===== config.mk =====
export PLATFORM = sky130hd
export DESIGN_NAME = scan_cycle_sequencer
export DESIGN_NICKNAME = d
export VERILOG_FILES = /design/src/rtl/scan_cycle_sequencer.sv
export SDC_FILE = /design/constraint.sdc
export NUM_CORES = 1
export LEC_CHECK = 0
export CORE_AREA = 5 5 87 89
export CTS_BUF_LIST = sky130_fd_sc_hd__clkbuf_16
export CTS_CLUSTER_SIZE = 8
export DETAILED_ROUTE_END_ITERATION = 8
export DIE_AREA = 0 0 92 94
export PLACE_DENSITY = 0.76
export SKIP_LAST_GASP = 1
export SYNTH_ARGS = -nofsm -noshare
export SYNTH_HDL_FRONTEND = slang
export SYNTH_SLANG_ARGS = --single-unit

===== constraint.sdc =====
create_clock -name clk -period 5.69 [get_ports clk]
set_input_delay 0.8535 -clock clk [delete_from_list [all_inputs] [get_ports clk]]
set_output_delay 0.8535 -clock clk [all_outputs]
set_load 0.01 [all_outputs]

===== src/rtl/scan_cycle_sequencer.sv =====
// -----------------------------------------------------------------------------
// scan_cycle_sequencer
// Sequences one PLC scan: latch inputs, restart the EEPROM fetch, gate
// instruction execution, then commit outputs. Scans are started by a periodic
// auto tick or by an external (asynchronous) trigger pin. A watchdog aborts
// runaway programs, and sticky flags report overruns and watchdog aborts.
//
// Ports:
//   clk, rst_n     clock (rising edge) and async active-low reset
//   auto_en        enable periodic auto scans
//   scan_period    clocks between auto ticks; 0 = continuous mode
//   trig_in        raw external scan trigger, asynchronous to clk
//   prog_end       one-cycle pulse: last program instruction executed
//   wdt_limit      max clocks allowed in EXEC; 0 disables the watchdog
//   clear_faults   clears overrun and wdt_fault
//   latch_inputs   one-cycle pulse: capture ui_in
//   restart_read   one-cycle pulse to the EEPROM reader
//   exec_en        high while the executor may run
//   commit         one-cycle pulse: copy output shadow to pins
//   busy           high in any state other than IDLE
//   overrun        sticky: scan request arrived while busy
//   wdt_fault      sticky: watchdog abort occurred
//   scan_count     committed scans, wraps 255 -> 0
// -----------------------------------------------------------------------------
module scan_cycle_sequencer #(
  parameter int unsigned PERIOD_W = 16,
  parameter int unsigned WDT_W    = 16
) (
  input  logic                clk,
  input  logic                rst_n,
  input  logic                auto_en,
  input  logic [PERIOD_W-1:0] scan_period,
  input  logic                trig_in,
  input  logic                prog_end,
  input  logic [WDT_W-1:0]    wdt_limit,
  input  logic                clear_faults,
  output logic                latch_inputs,
  output logic                restart_read,
  output logic                exec_en,
  output logic                commit,
  output logic                busy,
  output logic                overrun,
  output logic                wdt_fault,
  output logic [7:0]          scan_count
);

  localparam int unsigned CNT_W = 8;

  typedef enum logic [2:0] {
    ST_IDLE   = 3'd0,
    ST_LATCH  = 3'd1,
    ST_START  = 3'd2,
    ST_EXEC   = 3'd3,
    ST_COMMIT = 3'd4
  } state_t;

  state_t              r_state;
  state_t              w_state_nxt;
  logic                r_s1;
  logic                r_s2;
  logic                r_s3;
  logic [PERIOD_W-1:0] r_period_cnt;
  logic [WDT_W-1:0]    r_wdt_cnt;
  logic                r_pending;
  logic                r_overrun;
  logic                r_wdt_fault;
  logic [CNT_W-1:0]    r_scan_count;

  logic                w_trig_edge;
  logic                w_auto_tick;
  logic                w_req;
  logic                w_busy;
  logic                w_wdt_expire;
  logic                w_period_zero;
  logic [PERIOD_W-1:0] w_reload;

  // Trigger synchronizer and rising-edge detect
  always_ff @(posedge clk or negedge rst_n) begin
    if (!rst_n) begin
      r_s1 <= 1'b0;
      r_s2 <= 1'b0;
      r_s3 <= 1'b0;
    end else begin
      r_s1 <= trig_in;
      r_s2 <= r_s1;
      r_s3 <= r_s2;
    end
  end

  assign w_trig_edge   = r_s2 & ~r_s3;
  assign w_period_zero = (scan_period == '0);
  assign w_auto_tick   = auto_en & (r_period_cnt == '0);
  assign w_req         = w_trig_edge | w_auto_tick | r_pending;
  assign w_busy        = (r_state != ST_IDLE);
  assign w_wdt_expire  = (wdt_limit != '0) && (r_wdt_cnt == (wdt_limit - WDT_W'(1)));

  // Reloading with period-1 makes consecutive ticks exactly scan_period
  // clocks apart; a zero period keeps the counter at 0 (tick every cycle).
  assign w_reload = w_period_zero ? '0 : (scan_period - PERIOD_W'(1));

  // Auto tick period counter; parked at 0 while disabled so enable ticks at once
  always_ff @(posedge clk or negedge rst_n) begin
    if (!rst_n) begin
      r_period_cnt <= '0;
    end else if (!auto_en) begin
      r_period_cnt <= '0;
    end else if (w_auto_tick) begin
      r_period_cnt <= w_reload;
    end else begin
      r_period_cnt <= r_period_cnt - PERIOD_W'(1);
    end
  end

  // State register
  always_ff @(posedge clk or negedge rst_n) begin
    if (!rst_n) begin
      r_state <= ST_IDLE;
    end else begin
      r_state <= w_state_nxt;
    end
  end

  // Next-state logic; prog_end has priority over watchdog expiry
  always_comb begin
    w_state_nxt = r_state;
    unique case (r_state)
      ST_IDLE:   if (w_req) w_state_nxt = ST_LATCH;
      ST_LATCH:  w_state_nxt = ST_START;
      ST_START:  w_state_nxt = ST_EXEC;
      ST_EXEC: begin
        if (prog_end) begin
          w_state_nxt = ST_COMMIT;
        end else if (w_wdt_expire) begin
          w_state_nxt = ST_IDLE;
        end
      end
      ST_COMMIT: w_state_nxt = ST_IDLE;
      default:   w_state_nxt = ST_IDLE;
    endcase
  end

  // Moore output decode
  always_comb begin
    latch_inputs = 1'b0;
    restart_read = 1'b0;
    exec_en      = 1'b0;
    commit       = 1'b0;
    unique case (r_state)
      ST_LATCH:  latch_inputs = 1'b1;
      ST_START:  restart_read = 1'b1;
      ST_EXEC:   exec_en      = 1'b1;
      ST_COMMIT: commit       = 1'b1;
      default:   ;
    endcase
  end

  // Watchdog counter: cleared when a scan starts, saturating during EXEC
  always_ff @(posedge clk or negedge rst_n) begin
    if (!rst_n) begin
      r_wdt_cnt <= '0;
    end else if (r_state == ST_START) begin
      r_wdt_cnt <= '0;
    end else if ((r_state == ST_EXEC) && (r_wdt_cnt != '1)) begin
      r_wdt_cnt <= r_wdt_cnt + WDT_W'(1);
    end
  end

  // Single-entry pending request; consumed whenever the FSM sits in IDLE
  always_ff @(posedge clk or negedge rst_n) begin
    if (!rst_n) begin
      r_pending <= 1'b0;
    end else if (!w_busy) begin
      r_pending <= 1'b0;
    end else if (w_trig_edge | w_auto_tick) begin
      r_pending <= 1'b1;
    end
  end

  // Sticky fault flags; a set event beats clear_faults in the same cycle.
  // Continuous-mode ticks while busy are expected and do not flag overrun.
  always_ff @(posedge clk or negedge rst_n) begin
    if (!rst_n) begin
      r_overrun   <= 1'b0;
      r_wdt_fault <= 1'b0;
    end else begin
      if (w_busy && (w_trig_edge || (w_auto_tick && !w_period_zero))) begin
        r_overrun <= 1'b1;
      end else if (clear_faults) begin
        r_overrun <= 1'b0;
      end
      if ((r_state == ST_EXEC) && !prog_end && w_wdt_expire) begin
        r_wdt_fault <= 1'b1;
      end else if (clear_faults) begin
        r_wdt_fault <= 1'b0;
      end
    end
  end

  // Completed scan counter
  always_ff @(posedge clk or negedge rst_n) begin
    if (!rst_n) begin
      r_scan_count <= '0;
    end else if (r_state == ST_COMMIT) begin
      r_scan_count <= r_scan_count + CNT_W'(1);
    end
  end

  assign busy       = w_busy;
  assign overrun    = r_overrun;
  assign wdt_fault  = r_wdt_fault;
  assign scan_count = r_scan_count;

endmodule


==> impl_metrics.env <==
export IMPL_status="finished clean"
export IMPL_gp_congestion=0.874
export IMPL_multiInputGateArea_um2=2050
export IMPL_cp_max_fo=7
export IMPL_crit_path_start_kind="input pin"
export IMPL_cp_top_family="simple AND/OR/NAND/NOR gates"
export IMPL_worst_pin_slew_ns=0.956
export IMPL_path_clk_slew_ns=0.07
export IMPL_vias_per_cell=5.62
export IMPL_io_buffers=52
export IMPL_crit_type="in -> reg"
export IMPL_asyncSetResetFlopFracSynth_pct=100
export IMPL_crit_slowest_cell="nor3b_1"
export IMPL_end_kind="flop"
export IMPL_grt_pass1_vias=2915
export IMPL_synth_ff_type="dfrtp_1"
export IMPL_grtUsageTotal_pct=18.4
export IMPL_vias=2851
export IMPL_final_util_pct=61.7
export IMPL_pwr_share_comb_pct=42.4
export IMPL_switching_share_pct=36.8
export IMPL_grt_max_degree=50
export IMPL_finalSetupTns_ns=0
export IMPL_insertion_delay_ns=0.28
export IMPL_antenna_found_initial=0
export IMPL_yosysSeqAreaShare_pct=36.2
export IMPL_worst_clock_skew_ns=0.00413
export IMPL_clockBufferDepth=2
export IMPL_cts_tree="done"
export IMPL_clkPwrFrac_pct=22.3
export IMPL_cts_setup_buffers=0
export IMPL_io_pins=53
export IMPL_power_leakage_nw=1.66
export IMPL_coreArea_um2=6680
export IMPL_drive_gt1_share_pct=6.32
export IMPL_p_switching_uw=550
export IMPL_syn_cell_area_um2=3390
export IMPL_die_w_um=92
export IMPL_timing_final_hold_violations=0
export IMPL_postRouteAntennaNets=0
export IMPL_max_freq_mhz=313
export IMPL_cts_hold_buf=0
export IMPL_drc=0
export IMPL_vdd_drop_max_mv=0.224
export IMPL_path_buf_inv=2
export IMPL_finalCriticalPeriod_ns=3.20
export IMPL_grt_pass1_wl_mm=13.2
export IMPL_netlist_instances=378
export IMPL_overflow=0
export IMPL_areaGrowthSynthToFinish_pct=21.6
export IMPL_clockRootBuffer="clkbuf_16"
export IMPL_first_iter_violations=146
export IMPL_ys_ff_latch=49
export IMPL_cts_resized=0
export IMPL_period_share_pct=56.2
export IMPL_n_fill_cell=580
export IMPL_hp_class="reg -> reg"
export IMPL_drv_slew=0
export IMPL_start_util_pct=50.7
export IMPL_p_int_uw=944
export IMPL_htree_levels=2
export IMPL_max_stage_delay_ns=0.63
export IMPL_fp_dieH_um=94
export IMPL_synth_edff_count=0
export IMPL_power_density_nw_per_um2=363
export IMPL_ys_types=54
export IMPL_avgSynthCellArea_um2=8.97
export IMPL_dpl_hpwl_mm=5.58
export IMPL_syn_num_nets=422
export IMPL_die_area_um2=8650
export IMPL_num_rows=30
export IMPL_tritoncts_num_buffers=5
export IMPL_rsz0062_at_grt="false"
export IMPL_register_area_um2=1230
export IMPL_nNetsFinal=470
export IMPL_antenna_cells=0
export IMPL_wl_mm=7.47
export IMPL_wl_per_cell_um=14.7
export IMPL_crit_required_ns=5.86
export IMPL_maxCapViolations=0
export IMPL_numClockSinks=49
export IMPL_setup_viol=0
export IMPL_first_pass_iters=4
export IMPL_seq_power_share_pct=35.3
export IMPL_slew_headroom_pct=36.0
export IMPL_critPathArrivalTime_ns=3.36
export IMPL_cp_cell_sequence="clkdlybuf4s50_1 > inv_1 > ha_1 > nor3b_1 > nand4_1 > mux2i_1 > a2bb2oi_1 > o2111a_2 > o22ai_1"
export IMPL_yosys_warnings=0
==> registers in the layout (all words and copies together), names as in the netlist <==
| name | cells |
|---|---|
| r_s2 | 1 |
| r_state | 3 |
| r_wdt_cnt | 16 |
| r_pending | 1 |
| r_s1 | 1 |
| scan_count | 8 |
| overrun | 1 |
| r_s3 | 1 |
| r_period_cnt | 16 |
| wdt_fault | 1 |
==> kinds of logic after synthesis <==
kind of cell / count (synthesis) / synth area share (%)
and+or+nand+nor: 169 / 27.9
xor gates and xnor gates: 60 / 15.5
AOI/OAI and AO/OA: 59 / 11.9
DFF: 49 / 36.2
buffers and inverters: 25 / 3.21
muxes: 10 / 3.06
adders and majority gates: 6 / 2.21
==> layer usage <==
layer  up-vias  global-route usage [%]  share of wire, %
met3         8                    3.69               4.5
met5         -                       0                 0
met1      1332                    23.6                46
met4         0                    6.31               1.4
li1       1436                       -                 -
met2        75                    31.1                48
==> per-stage QoR <==
stage	hold slack, ns	power [mW]	instance area, um^2	std cells	worst slack [ns]
4_1_cts	0.352	1.50	4120	507	2.51
2_1_floorplan	0.331	0.973	3390	378	3.16
3_5_place_dp	0.336	1.16	3950	499	2.20
5_1_grt	0.369	1.61	4120	507	2.22
3_3_place_gp	0.336	1.14	3950	499	2.35
6_report	0.350	1.49	4120	507	2.49
==> area by class of cell <==
| cell class | instances | area share (%) |
|---|---|---|
| Tap cell | 80 | 2.43 |
| Inverter | 13 | 1.18 |
| Timing Repair Buffer | 53 | 12.7 |
| Clock inverter | 3 | 1.03 |
| Clock buffer | 5 | 3.04 |
| Multi-Input combinational cell | 304 | 49.9 |
| Sequential cell | 49 | 29.8 |
==> cells in the mapped netlist, types with 3 or more instances <==
master | instances | area, um^2
a21boi_0 | 4 | 30.0
a21oi_1 | 6 | 30.0
a31oi_1 | 4 | 25.0
and2_1 | 15 | 93.8
buf_2 | 3 | 15.0
clkbuf_1 | 6 | 22.5
dfrtp_1 | 49 | 1230
ha_1 | 6 | 75.1
inv_1 | 13 | 48.8
mux2_2 | 3 | 33.8
mux2i_1 | 7 | 70.1
nand2_1 | 29 | 109
nand2b_1 | 4 | 25.0
nand3_1 | 8 | 40.0
nand3b_1 | 6 | 45.0
nand4_1 | 8 | 50.1
nor2_1 | 42 | 158
nor2b_1 | 6 | 37.5
nor3_1 | 14 | 70.1
nor3b_1 | 4 | 30.0
nor4_1 | 9 | 56.3
nor4_4 | 3 | 63.8
o2111ai_1 | 4 | 35.0
o21ai_0 | 12 | 60.1
o22ai_1 | 12 | 75.1
or2_2 | 4 | 25.0
or3_1 | 4 | 25.0
xnor2_1 | 31 | 272
xor2_1 | 29 | 254
==> path summary, 6_finish.rpt <==
path	from	to	slack, ns	depth (start not counted)
max in group asynchronous	rst_n	scan_count[6]	4.61	2
hold / removal	r_s1	r_s2	0.35	0
setup / recovery	wdt_limit[0]	r_state[1]	2.49	9
hold reg to reg	r_s1	r_s2	0.35	0
min in group asynchronous	rst_n	r_period_cnt[0]	0.65	2
setup reg to reg	r_period_cnt[6]	r_period_cnt[2]	3.23	5
==> cells in the final DEF, fill, tap and decap left out, types with 8 or more instances in the layout <==
cell type        synthesis  routed
xnor2_1                 31      31
o21ai_0                 12      12
xor2_1                  29      29
and2_1                  15      15
inv_1                   13      14
nand4_1                  8       8
nor2_1                  42      42
o22ai_1                 12      12
nand2_1                 29      29
clkdlybuf4s50_1          0      51
nand3_1                  8       8
nor3_1                  14      14
dfrtp_1                 49      49
nor4_1                   9       9
==> power groups by stage <==
stage          logic [mW]  clock network (mW)  registers, mW
6_report            0.634               0.333          0.528
5_1_grt             0.714               0.356          0.545
4_1_cts             0.636               0.340          0.528
3_5_place_dp        0.629                   0          0.532
3_3_place_gp        0.613                   0          0.526
2_1_floorplan       0.464                   0          0.509
Note: power is estimated with default switching activity, not from simulation.
